### config.mk
export PLATFORM = sky130hd
export DESIGN_NAME = seven_seg_scan_driver_flat
export DESIGN_NICKNAME = d
export VERILOG_FILES = /design/src/rtl/seven_seg_scan_driver_if.sv /design/src/rtl/seven_seg_scan_driver.sv /design/src/flat_wrapper.sv
export SDC_FILE = /design/constraint.sdc
export NUM_CORES = 1
export LEC_CHECK = 0
export ABC_AREA = 1
export BUFFER_PORTS_ARGS = -buffer_cell sky130_fd_sc_hd__buf_4
export CAP_MARGIN = 30
export CORE_MARGIN = 2
export CORE_UTILIZATION = 55
export CTS_BUF_LIST = sky130_fd_sc_hd__clkbuf_2 sky130_fd_sc_hd__clkbuf_4 sky130_fd_sc_hd__clkbuf_8
export DETAILED_ROUTE_END_ITERATION = 10
export PLACE_DENSITY = 0.79
export SLEW_MARGIN = 20
export SYNTH_ARGS = -nofsm -noshare
export SYNTH_HDL_FRONTEND = slang
export SYNTH_SLANG_ARGS = --single-unit
### constraint.sdc
create_clock -name clk -period 2.07 [get_ports clk]
set_clock_uncertainty 0.1 [all_clocks]
set_input_delay 0.207 -clock clk [delete_from_list [all_inputs] [get_ports clk]]
set_output_delay 0.207 -clock clk [all_outputs]
set_load 0.05 [all_outputs]
### src/rtl/seven_seg_scan_driver_if.sv
// Load/display bundle for the multiplexed 7-segment scan driver.
// The master drives the load side, and the driver (slave) returns the segment and anode lines.
interface seven_seg_scan_driver_if #(
  parameter int NUM_DIGITS = 8,
  parameter int PWM_BITS   = 4
) ();
  logic                    load;
  logic [4*NUM_DIGITS-1:0] number;
  logic [NUM_DIGITS-1:0]   dp_in;
  logic                    lz_en;
  logic [PWM_BITS-1:0]     brightness;
  logic [6:0]              seg_out;
  logic                    dp_out;
  logic [NUM_DIGITS-1:0]   an;
  logic                    frame_start;
  logic                    pending;

  modport master (
    output load, number, dp_in, lz_en, brightness,
    input  seg_out, dp_out, an, frame_start, pending
  );

  modport slave (
    input  load, number, dp_in, lz_en, brightness,
    output seg_out, dp_out, an, frame_start, pending
  );
endinterface

### src/rtl/seven_seg_scan_driver.sv
// Multiplexed common-anode hex display driver with a guard band, PWM dimming,
// leading-zero blanking and a double-buffered load that commits at frame boundaries.
module seven_seg_scan_driver #(
  parameter int NUM_DIGITS = 8,
  parameter int TICK_DIV   = 125000,
  parameter int PWM_BITS   = 4,
  parameter int GUARD      = 64
) (
  input logic                     clk,
  input logic                     rst_n,
  seven_seg_scan_driver_if.slave  bus
);
  localparam int SLOT_W = (TICK_DIV > 1) ? $clog2(TICK_DIV) : 1;
  localparam int IDX_W  = $clog2(NUM_DIGITS);
  localparam int NUM_W  = 4 * NUM_DIGITS;

  logic [SLOT_W-1:0]     slot_cnt;
  logic [PWM_BITS-1:0]   pwm_cnt;
  logic [IDX_W-1:0]      digit_idx;
  logic [NUM_W-1:0]      num_s, num_c;
  logic [NUM_DIGITS-1:0] dp_s, dp_c;
  logic                  lz_s, lz_c;
  logic [PWM_BITS-1:0]   br_s, br_c;
  logic                  pend;
  logic                  slot_wrap, boundary, commit;
  logic [NUM_DIGITS-1:0] blank;
  logic [3:0]            nib_p0;
  logic [6:0]            seg_p0, seg_p1;
  logic                  dp_p0, dp_p1;
  logic [NUM_DIGITS-1:0] an_p0, an_p1;
  logic                  frame_p1;

  function automatic logic [6:0] hex_to_seg(input logic [3:0] v);
    case (v)
      4'h0: hex_to_seg = 7'h40;
      4'h1: hex_to_seg = 7'h79;
      4'h2: hex_to_seg = 7'h24;
      4'h3: hex_to_seg = 7'h30;
      4'h4: hex_to_seg = 7'h19;
      4'h5: hex_to_seg = 7'h12;
      4'h6: hex_to_seg = 7'h02;
      4'h7: hex_to_seg = 7'h78;
      4'h8: hex_to_seg = 7'h00;
      4'h9: hex_to_seg = 7'h10;
      4'hA: hex_to_seg = 7'h08;
      4'hB: hex_to_seg = 7'h03;
      4'hC: hex_to_seg = 7'h46;
      4'hD: hex_to_seg = 7'h21;
      4'hE: hex_to_seg = 7'h06;
      default: hex_to_seg = 7'h0E;
    endcase
  endfunction

  assign slot_wrap = (slot_cnt == SLOT_W'(TICK_DIV - 1));
  assign boundary  = slot_wrap && (digit_idx == IDX_W'(NUM_DIGITS - 1));
  assign commit    = boundary && pend;

  // Stage p0: blanking mask, decode and anode gating from the current scan state
  always_comb begin
    logic zero_above;
    zero_above = 1'b1;
    blank      = '0;
    for (int i = NUM_DIGITS - 1; i >= 1; i--) begin
      zero_above = zero_above && (num_c[4*i +: 4] == 4'h0);
      blank[i]   = lz_c && zero_above;
    end
  end

  always_comb begin
    nib_p0 = num_c[4*int'(digit_idx) +: 4];
    seg_p0 = blank[digit_idx] ? 7'h7F : hex_to_seg(nib_p0);
    dp_p0  = ~dp_c[digit_idx];
    an_p0  = '1;
    if ((slot_cnt >= SLOT_W'(GUARD)) && (pwm_cnt < br_c))
      an_p0 = ~(NUM_DIGITS'(1) << digit_idx);
  end

  // Stage p1: counters, shadow/commit buffering and registered display lines
  always_ff @(posedge clk) begin
    if (!rst_n) begin
      slot_cnt  <= '0;
      pwm_cnt   <= '0;
      digit_idx <= '0;
      num_s     <= '0;
      dp_s      <= '0;
      lz_s      <= 1'b0;
      br_s      <= '0;
      num_c     <= '0;
      dp_c      <= '0;
      lz_c      <= 1'b0;
      br_c      <= '0;
      pend      <= 1'b0;
      seg_p1    <= 7'h7F;
      dp_p1     <= 1'b1;
      an_p1     <= '1;
      frame_p1  <= 1'b0;
    end else begin
      slot_cnt <= slot_wrap ? '0 : slot_cnt + 1'b1;
      pwm_cnt  <= pwm_cnt + 1'b1;
      if (slot_wrap)
        digit_idx <= (digit_idx == IDX_W'(NUM_DIGITS - 1)) ? '0 : digit_idx + 1'b1;
      // Commit reads the old shadow even when a load lands on the same edge
      if (commit) begin
        num_c <= num_s;
        dp_c  <= dp_s;
        lz_c  <= lz_s;
        br_c  <= br_s;
      end
      if (bus.load) begin
        num_s <= bus.number;
        dp_s  <= bus.dp_in;
        lz_s  <= bus.lz_en;
        br_s  <= bus.brightness;
        pend  <= 1'b1;
      end else if (commit) begin
        pend  <= 1'b0;
      end
      seg_p1   <= seg_p0;
      dp_p1    <= dp_p0;
      an_p1    <= an_p0;
      frame_p1 <= boundary;
    end
  end

  assign bus.seg_out     = seg_p1;
  assign bus.dp_out      = dp_p1;
  assign bus.an          = an_p1;
  assign bus.frame_start = frame_p1;
  assign bus.pending     = pend;
endmodule
### src/flat_wrapper.sv
// flat-port wrapper written by rule: the top's interface ports become plain ports
module seven_seg_scan_driver_flat 
#(
  parameter int NUM_DIGITS = 8,
  parameter int TICK_DIV   = 125000,
  parameter int PWM_BITS   = 4,
  parameter int GUARD      = 64
)
  (clk, rst_n, bus_load, bus_number, bus_dp_in, bus_lz_en, bus_brightness, bus_seg_out, bus_dp_out, bus_an, bus_frame_start, bus_pending);
  seven_seg_scan_driver_if #(.NUM_DIGITS(NUM_DIGITS), .PWM_BITS(PWM_BITS)) bus_i ();
  input logic clk;
  input logic rst_n;
  input wire logic [$bits(bus_i.load)-1:0] bus_load;
  input wire logic [$bits(bus_i.number)-1:0] bus_number;
  input wire logic [$bits(bus_i.dp_in)-1:0] bus_dp_in;
  input wire logic [$bits(bus_i.lz_en)-1:0] bus_lz_en;
  input wire logic [$bits(bus_i.brightness)-1:0] bus_brightness;
  output wire logic [$bits(bus_i.seg_out)-1:0] bus_seg_out;
  output wire logic [$bits(bus_i.dp_out)-1:0] bus_dp_out;
  output wire logic [$bits(bus_i.an)-1:0] bus_an;
  output wire logic [$bits(bus_i.frame_start)-1:0] bus_frame_start;
  output wire logic [$bits(bus_i.pending)-1:0] bus_pending;
  assign bus_i.load = bus_load;
  assign bus_i.number = bus_number;
  assign bus_i.dp_in = bus_dp_in;
  assign bus_i.lz_en = bus_lz_en;
  assign bus_i.brightness = bus_brightness;
  assign bus_seg_out = bus_i.seg_out;
  assign bus_dp_out = bus_i.dp_out;
  assign bus_an = bus_i.an;
  assign bus_frame_start = bus_i.frame_start;
  assign bus_pending = bus_i.pending;
  seven_seg_scan_driver #(.NUM_DIGITS(NUM_DIGITS), .TICK_DIV(TICK_DIV), .PWM_BITS(PWM_BITS), .GUARD(GUARD)) u_core (.clk(clk), .rst_n(rst_n), .bus(bus_i));
endmodule
==> results of run 1 <==
metal layers:
metal / vias to the layer above / wire, um
met5: - / 0
met2: 110 / 6407
li1: 2893 / -
met4: 0 / 174
met3: 17 / 510
met1: 2503 / 6513
power by group through the flow:
stage / Combinational (uW) / Clock, uW / Sequential (uW)
6_report: 361 / 2010 / 2660
5_1_grt: 401 / 2150 / 2670
4_1_cts: 358 / 2020 / 2660
3_5_place_dp: 285 / 0 / 2720
3_3_place_gp: 279 / 0 / 2720
2_1_floorplan: 137 / 0 / 2730
final timing paths:
| kind | endpoint | slack (ns) | cells past startpoint |
|---|---|---|---|
| min reg2reg | u_core.slot_cnt[0]$_SDFF_PP0_ | 0.37 | 1 |
| max reg2reg | u_core.dp_c[2]$_SDFFE_PN0P_ | 0.20 | 12 |
| min | u_core.num_c[5]$_SDFFE_PN0P_ | 0.14 | 4 |
| max | u_core.dp_c[2]$_SDFFE_PN0P_ | 0.20 | 12 |
metrics by stage:
step	hold slack, ns	total power, uW
6_report	0.1447	5028
2_1_floorplan	0.2419	2869
3_3_place_gp	0.3279	2995
4_1_cts	0.1277	5043
3_5_place_dp	0.3333	3002
5_1_grt	0.1241	5223
cell usage in the layout (no fill, tap or decap), types with 7 or more instances in the layout:
| cell type | synthesis | final |
|---|---|---|
| nand4_1 | 7 | 7 |
| a21oi_1 | 14 | 14 |
| nand3_1 | 47 | 47 |
| inv_1 | 76 | 76 |
| clkbuf_8 | 0 | 20 |
| ha_1 | 18 | 18 |
| buf_4 | 0 | 89 |
| nand2_1 | 207 | 207 |
| nor2_1 | 225 | 223 |
| nor3_1 | 10 | 10 |
| o21ai_0 | 54 | 53 |
| dfxtp_1 | 132 | 131 |
| dlygate4sd3_1 | 0 | 48 |
flip-flops by register name, summed over array words and instances (netlist names):
name,cells
u_core.slot_cnt,17
u_core.bus.seg_out,7
u_core.bus.frame_start,1
u_core.br_s,4
u_core.bus.dp_out,1
u_core.br_c,4
u_core.lz_c,1
u_core.lz_s,1
u_core.num_c,32
u_core.pwm_cnt,4
u_core.dp_s,8
u_core.dp_c,8
u_core.digit_idx,3
u_core.num_s,32
u_core.bus.an,8
u_core.bus.pending,1
cell families (layout without fill, tap and decap cells):
| kind of cell | count (synthesis) | after routing | share of synthesized area |
|---|---|---|---|
| XOR/XNOR | 3 | 3 | 0.004505 |
| AND/OR/NAND/NOR | 505 | 505 | 0.3469 |
| flip-flops | 132 | 132 | 0.4530 |
| adder cells (fa/ha/maj) | 18 | 18 | 0.03861 |
| buffers and inverters | 120 | 251 | 0.08644 |
| AO/OA/AOI/OAI | 78 | 78 | 0.07057 |
repair_timing:
action / CTS / global route
hold buffers: 48 / 0
endpoints found under the setup margin: 0 / 9
endpoints found under the hold margin: 45 / 0
resized for setup: 0 / 6
cell type report:
| class | count | share of cell area |
|---|---|---|
| clock inverters | 5 | 0.007115 |
| inverters | 82 | 0.04201 |
| well taps | 136 | 0.02304 |
| repair buffers | 140 | 0.1636 |
| flip-flops and latches | 132 | 0.3580 |
| clock buffers | 24 | 0.04133 |
| multi-input cells | 604 | 0.3649 |
worst max-delay path, delay by kind of cell (launching register included):
family / cells / cell delay [ns]
fa+ha+maj: 1 / 0.18
buf+inv: 3 / 0.39
flops: 1 / 0.38
simple gates: 8 / 0.76
==> results.toml, run 1 <==
[final_layout]
fin_util = 0.7154
multi_input_area_um2 = 2695
n_fill_cell = 838
fin_nets = 1043
drive_gt1_frac = 0.1368
register_area_um2 = 2644
fin_cells = 1123
diodes = 0
final_area_um2 = 7386
area_delta_synth_final_pct = 26.62

[setup_path]
setup.worst_path.start_class = "flip-flop"
cp_common_cell = "nand2_1"
crit_path_max_incr_delay_ns = 0.38
crit_path_start = "u_core.slot_cnt[0]$_SDFF_PP0_"
crit_fanout = 32
slowest_stage = "dfxtp_1"
critPathKind = "flip-flop to flip-flop"
worstPathRequired_ns = 2.34
rr_startpoint = "u_core.slot_cnt[0]$_SDFF_PP0_"
critPathCaptureType = "flip-flop"
worstPathArrival_ns = 2.15
worstPathCellList = "ha_1, nand2_1, inv_2, nand3_1, nor2_1, nand2_2, inv_2, nand3_4, buf_12, nand2_1, nand2_1, nor2_2"

[placement]
gp_congestion = 0.9365
place_area_um2 = 6535
pre_cts_ws_ns = 0.1170
io_buffers = 65
numPlacedInstances = 1046
hpwl_um = 8985

[sta]
min_period_ns = 1.873
worstMarginPinSlew_ns = 0.6411
fmax_mhz = 534.0
rsz0062_at_grt = "no"
setup_viol = 0
hold_viol = 0
period_share = 0.9046
fin_ws_ns = 0.1975
drv_slew = 0
fin_tns_setup_ns = 0
slew_headroom = 0.5726

[outcome]
status = "finished clean"

[synth]
yosysTopAreaCellShare = 0.4530
synth-edff-count = 0
synthArstFlopShare = 0
ys_types = 28
netlist_top_cells_area = "dfxtp_1, nor2_1, nand2_1"
netlist_area_um2 = 5833
syn_avg_cell_area_um2 = 6.814
synth_common_cells = "nor2_1, nand2_1, dfxtp_1, inv_1, o21ai_0"
syn-num-nets = 922
yosysSeqAreaShare = 0.4530
synth.largest_area_cell = "dfxtp_1"
syn-instance-count = 856
yosysMostFrequentCell = "nor2_1"
yosys_most_used_dff = "dfxtp_1"
yosys_warnings = 0
synth-seq-cells = 132

[drt]
viasPerCell = 4.918
firstDrtPassIters = 6
vias = 5523
wirelength_um = 13610
dr.first_iter.drc_count = 413
wl_per_cell_um = 12.12
antenna_left = 0
drcViolationCount = 0

[grt]
grt_pass1_vias = 5020
use_met2 = 0.4067
antenna_found_initial = 0
grt.busiest_layer = "met2"
grt_pass1_wl_um = 22880
grt_use_met1 = 0.3308
grtUsageMet3 = 0.06018
grt_overflow_total = 0
grt_max_degree = 75
grt_use_total = 0.2505

[clock_tree]
cts_root_buf = "clkbuf_8"
post_cts_buffers = 0
clk_pin_slew_ns = 0.07
ctsHtreeMaxLevel = 4
worstSkewPairLatency_ns = 0.44
cts_made_buffers = 17
cts.sinks = 132
max-clock-path-buffers = 2
cts_tree = "done"

[floorplan]
die_y_um = 107.0
rows = 37
io_pins = 66
start_util = 0.5650
core_um2 = 10320
die_w_um = 107.0
design.die.area_um2 = 11450

[pwr]
pwr-share-seq = 0.529
swShare = 0.2295
p_leak_uw = 0.003697
power_density_nw_per_um2 = 680.7
power.switching_uw = 1154
clkPwrFrac = 0.399
comb_power_share = 0.072
ir_drop_v = 0.0005868
internal_power_uw = 3874

[flow_run]
max_cap_viol_count = 0

[hold_path]
min_path_type = "input pin to flip-flop"
hp-start = "rst_n"
Note: power is estimated with default switching activity, not from simulation.
==> run 2: changes to the inputs <==
- CORE_UTILIZATION: 55 -> 56
- PLACE_DENSITY: 0.79 -> 0.8
==> run 2 against run 1 <==
Fmax decreased by 1.3%. Global-route usage decreased by 0.24 points. Via count decreased by 1.6%. First-iteration DRC count decreased by 32%. Critical path depth unchanged. Critical path type unchanged. Critical endpoint is now u_core.bus.seg_out[5]$_SDFF_PP1_. Largest cell class unchanged.
==> results.toml, run 2 (synthesis gave the netlist of run 1 again) <==
[setup_path]
critPathKind = "flip-flop to flip-flop"
regToRegSetupSlack_ns = 0.17
worstPathRequired_ns = 2.26
critPathCaptureType = "flip-flop"
worstPathArrival_ns = 2.09
rr_worst_depth = 12
rr_startpoint = "u_core.digit_idx[0]$_SDFFE_PN0P_"
r2r_end = "u_core.bus.seg_out[5]$_SDFF_PP1_"
crit_fanout = 9
setup.worst_path.start_class = "flip-flop"

[sta]
drv_slew = 0
setup_viol = 0
worstMarginPinSlew_ns = 0.7599
holdWs_ns = 0.1280
hold_viol = 0
min_period_ns = 1.897
rsz0062_at_grt = "no"
fin_tns_setup_ns = 0
slew_headroom = 0.4927
fmax_mhz = 527.1
period_share = 0.9165

[final_layout]
mostFrequentLayoutCell = "nor2_1"
drive_gt1_frac = 0.1270
reg_top3 = "u_core.num_c: 32 flops, u_core.num_s: 32 flops, u_core.slot_cnt: 17 flops"
mostFrequentLayoutCells = "nor2_1, nand2_1, dfxtp_1"
fin_nets = 1029
diodes = 0
area_delta_synth_final_pct = 26.58

[floorplan]
die_w_um = 106.1
io_pins = 66
die_y_um = 106.1
core_um2 = 10230
start_util = 0.5701
rows = 37
design.die.area_um2 = 11250

[clock_tree]
post_cts_buffers = 0
max-clock-path-buffers = 2
cts_made_buffers = 17
worstSkewPairLatency_ns = 0.44
ctsHtreeMaxLevel = 4
cts.sinks = 132
cts_tree = "done"
clk_pin_slew_ns = 0.07
cts_root_buf = "clkbuf_8"

[pwr]
p_leak_uw = 0.003671
power_density_nw_per_um2 = 770.5
ir_drop_v = 0.0005993

[drt]
antenna_left = 0
drcViolationCount = 0
dr.max_layer_used = "met4"
viasPerCell = 4.885
wirelength_um = 13390
wl_per_cell_um = 12.04
dr.first_iter.drc_count = 280
wl_met3_um = 466
drt-met1-wl_um = 6087
wl_met2_um = 6622
firstDrtPassIters = 4
vias = 5432

[placement]
gp_congestion = 0.8398
hpwl_um = 8472
io_buffers = 65

[grt]
grt_pass1_vias = 5064
grt_pass1_wl_um = 22470
grt_max_degree = 91
grt_use_total = 0.2481
antenna_found_initial = 0
grt_overflow_total = 0

[flow_run]
max_cap_viol_count = 0

[hold_path]
whs_endpoint = "u_core.pwm_cnt[0]$_SDFF_PN0_"
hp-start = "rst_n"
hold-path-cell-count = 4
min_path_type = "input pin to flip-flop"

[outcome]
status = "finished clean"
## run 2: cell count changes in the layout (fill, tap and decap cells not counted), sizes merged
cell         before  now
clkbuf           24   18
clkinvlp          1    3
inv              82   83
dlygate4sd3      48   45
bufinv            1    7
buf              92   81
## run 2: metrics by stage
stage,area (um2),cells,setup slack [ns],util,total power (uW)
after floorplan,5833,856,0.1821,-,2869
after global placement,6427,1035,0.2002,0.6282,2987
after detailed placement,6427,1035,0.1780,0.6282,2993
after CTS,7376,1112,0.1133,0.7209,5708
after global routing,7383,1112,0.02558,0.7217,5878
final,7383,1112,0.1729,0.7217,5689
## run 2: worst max-delay path by stage
stage	start	end	slack, ns	cells past startpoint
after floorplan	u_core.digit_idx[0]$_SDFFE_PN0P_	u_core.bus.seg_out[3]$_SDFF_PP1_	0.18	11
after global placement	u_core.digit_idx[0]$_SDFFE_PN0P_	u_core.bus.seg_out[3]$_SDFF_PP1_	0.20	12
after detailed placement	u_core.digit_idx[0]$_SDFFE_PN0P_	u_core.bus.seg_out[3]$_SDFF_PP1_	0.18	12
after CTS	u_core.digit_idx[0]$_SDFFE_PN0P_	u_core.bus.seg_out[5]$_SDFF_PP1_	0.11	12
after global routing	u_core.slot_cnt[0]$_SDFF_PP0_	u_core.br_c[1]$_SDFFE_PN0P_	0.03	12
final	u_core.digit_idx[0]$_SDFFE_PN0P_	u_core.bus.seg_out[5]$_SDFF_PP1_	0.17	12
## run 2: final cells by class
class,count,area [um2]
tap,136,170.2
sequential,132,2644
multi-input combinational,604,2686
inverter,82,310.3
clock buffer,18,241.5
timing repair buffer,126,1075
fill,825,2848
clock inverter,14,256.5
## run 2: timing repair
item,4_1_cts,5_1_grt
hold buffers,45,0
resized for setup,0,3
setup endpoints to repair,0,5
endpoints found under the hold margin,45,0
## run 2: layer usage
| layer | vias up | track usage |
|---|---|---|
| li1 | 2861 | - |
| met1 | 2449 | 0.3019 |
| met2 | 106 | 0.4309 |
| met3 | 16 | 0.06009 |
| met4 | 0 | 0.08177 |
| met5 | - | 0 |
## run 2: report_power, final
group / total, uW / switching (uW) / internal [uW]
sequential: 2660 / 44.4 / 2620
clock: 2680 / 992 / 1690
combinational: 350 / 175 / 175
total: 5690 / 1210 / 4480
## run 2: worst max-delay path, stage by stage, from the launching register on
cell and delay [ns]:
dfxtp_2 0.37, buf_4 0.17, nand2_1 0.07, nand3_1 0.09, nand2_1 0.07, o21ai_1 0.11
buf_4 0.16, inv_1 0.08, ha_1 0.22, nand2_1 0.11, nand2_1 0.06, nand2_1 0.06
nand3_1 0.08
==> run 3: changes to the inputs <==
--- a/config.mk
+++ b/config.mk
@@ -11,6 +11,7 @@
 export CORE_MARGIN = 2
-export CORE_UTILIZATION = 56
+export CORE_UTILIZATION = 26
 export CTS_BUF_LIST = sky130_fd_sc_hd__clkbuf_2 sky130_fd_sc_hd__clkbuf_4 sky130_fd_sc_hd__clkbuf_8
 export DETAILED_ROUTE_END_ITERATION = 10
-export PLACE_DENSITY = 0.8
+export GPL_TIMING_DRIVEN = 0
+export PLACE_DENSITY = 0.45
 export SLEW_MARGIN = 20
--- a/constraint.sdc
+++ b/constraint.sdc
@@ -4,2 +4,2 @@
 set_output_delay 0.207 -clock clk [all_outputs]
-set_load 0.05 [all_outputs]
+set_load 0.005 [all_outputs]
==> run 3 against run 2 <==
First-iteration DRC count rose by 10%. Largest cell class unchanged. Sequential power about the same. Cell count increased by 15%.
==> results.toml, run 3 (synthesis gave the netlist of run 1 again) <==
[setup_path]
critPathCaptureType = "flip-flop"
worstPathArrival_ns = 2.15
slowest_stage = "dfxtp_2"
crit_fanout = 10
setup.worst_path.start_class = "flip-flop"
critPathKind = "flip-flop to flip-flop"
crit_path_max_incr_delay_ns = 0.36
worstPathRequired_ns = 2.29
worstPathCellList = "buf_4, buf_6, nand3_1, nand2_2, nand2_1, nand2_1, ha_2, inv_1, nand2_1, nor2_1, nor2_1, nand2_1"
cp_common_cell = "nand2_1"
critical-path-top-delay-family = "simple AND/OR/NAND/NOR gates"
worst-path-buf-inv = 3

[drt]
wl_met2_um = 7225
wl_per_cell_um = 12.24
vias = 5511
viasPerCell = 4.302
wl_met3_um = 535
dr.max_layer_used = "met4"
drt-met1-wl_um = 7692
firstDrtPassIters = 4
drcViolationCount = 0
dr.first_iter.drc_count = 309
wirelength_um = 15680
antenna_left = 0

[pwr]
power.switching_uw = 1299
swShare = 0.2497
ir_drop_v = 0.0003253
power_density_nw_per_um2 = 680.1
internal_power_uw = 3902
pwr-share-seq = 0.511
comb_power_share = 0.064
p_leak_uw = 0.003671
clkPwrFrac = 0.425

[floorplan]
io_pins = 66
rows = 54
die_w_um = 153.8
core_um2 = 21890
design.die.area_um2 = 23650
die_y_um = 153.8
start_util = 0.2665

[sta]
holdWs_ns = 0.1635
fmax_mhz = 517.0
fin_tns_setup_ns = 0
slew_headroom = 0.5722
period_share = 0.9345
min_period_ns = 1.934
drv_slew = 0
setup_viol = 0
worstMarginPinSlew_ns = 0.6418
hold_viol = 0

[final_layout]
drive_gt1_frac = 0.1399
area_delta_synth_final_pct = 31.10
fin_nets = 1054
final_area_um2 = 7647
mostFrequentLayoutCell = "nor2_1"
reg_top3 = "u_core.num_c: 32 flops, u_core.num_s: 32 flops, u_core.slot_cnt: 17 flops"
diodes = 0
mostFrequentLayoutCells = "nor2_1, nand2_1, dfxtp_1"

[clock_tree]
cts_tree = "done"
cts_root_buf = "clkbuf_8"
clk_pin_slew_ns = 0.08
max-clock-path-buffers = 2
worstSkewPairLatency_ns = 0.45
cts.sinks = 132
cts_made_buffers = 17
ctsHtreeMaxLevel = 4

[flow_run]
max_cap_viol_count = 0

[grt]
antenna_found_initial = 0
grt_overflow_total = 0
grt_max_degree = 17
grt_pass1_vias = 5265
grt_pass1_wl_um = 25700
grt_use_total = 0.1362

[placement]
place_area_um2 = 6664
hpwl_um = 11360
gp_congestion = 0.7861
io_buffers = 64

[outcome]
status = "finished clean"

[hold_path]
min_path_type = "input pin to flip-flop"
-- run 3: cell types whose count changed in the layout (fill, tap and decap cells not counted), moves of 2 or more --
| cell | before | now |
|---|---|---|
| nand2_2 | 1 | 3 |
| clkbuf_1 | 0 | 17 |
| inv_4 | 1 | 3 |
| buf_6 | 1 | 10 |
| bufinv_16 | 7 | 2 |
| dfxtp_1 | 131 | 129 |
| nand2_1 | 207 | 205 |
| buf_1 | 0 | 3 |
| inv_6 | 1 | 3 |
| inv_1 | 76 | 74 |
| clkinv_4 | 0 | 3 |
| buf_4 | 79 | 72 |
-- run 3: layer usage --
layer	up-vias	GRT usage
li1	2927	-
met5	-	0
met2	82	0.2258
met4	0	0.04500
met3	14	0.02988
met1	2488	0.1759
-- run 3: path summary, 6_finish.rpt --
kind	cells after the start	endpoint	slack, ns	start
max	12	u_core.bus.seg_out[2]$_SDFF_PP1_	0.14	u_core.digit_idx[1]$_SDFFE_PN0P_
min	3	u_core.slot_cnt[14]$_SDFF_PP0_	0.16	rst_n
max reg2reg	12	u_core.bus.seg_out[2]$_SDFF_PP1_	0.14	u_core.digit_idx[1]$_SDFFE_PN0P_
min reg2reg	1	u_core.slot_cnt[0]$_SDFF_PP0_	0.34	u_core.slot_cnt[0]$_SDFF_PP0_
-- run 3: final cells by class --
type | count | area (um2)
fillers | 2449 | 14240
multi-input cells | 605 | 2734
flip-flops and latches | 132 | 2649
repair buffers | 112 | 953.4
well taps | 280 | 350.3
inverters | 82 | 315.3
clock buffers | 18 | 247.7
plain buffers | 38 | 245.2
clock inverters | 14 | 152.6
-- run 3: tightest hold or removal path, stage by stage --
cell and delay (ns):
buf_4 0.14, nand2_1 0.22, nor3b_1 0.09
-- run 3: power by group through the flow --
stage | Sequential [uW] | Combinational (uW) | Clock (uW)
CTS | 2660 | 341 | 2290
global route | 2670 | 378 | 2390
floorplan | 2710 | 137 | 0
detailed placement | 2720 | 272 | 0
finish | 2660 | 334 | 2210
global placement | 2720 | 271 | 0
-- run 3: metrics by stage --
step	util	std cells	power, uW	setup WS [ns]
after detailed placement	0.3044	1200	2990	-0.2826
final	0.3493	1281	5201	0.1356
after global routing	0.3493	1281	5432	-0.01040
after floorplan	-	856	2842	0.1821
after CTS	0.3455	1278	5291	-0.004996
after global placement	0.3044	1200	2988	-0.3507
-- run 3: repair_timing --
item                                    4_1_cts  5_1_grt
endpoints found under the setup margin       16       52
pin swaps                                     0        2
hold endpoints to repair                     45        0
setup buffers                                 0        3
gates cloned                                  1        0
hold buffers                                 45        0
resized for setup                            13       27
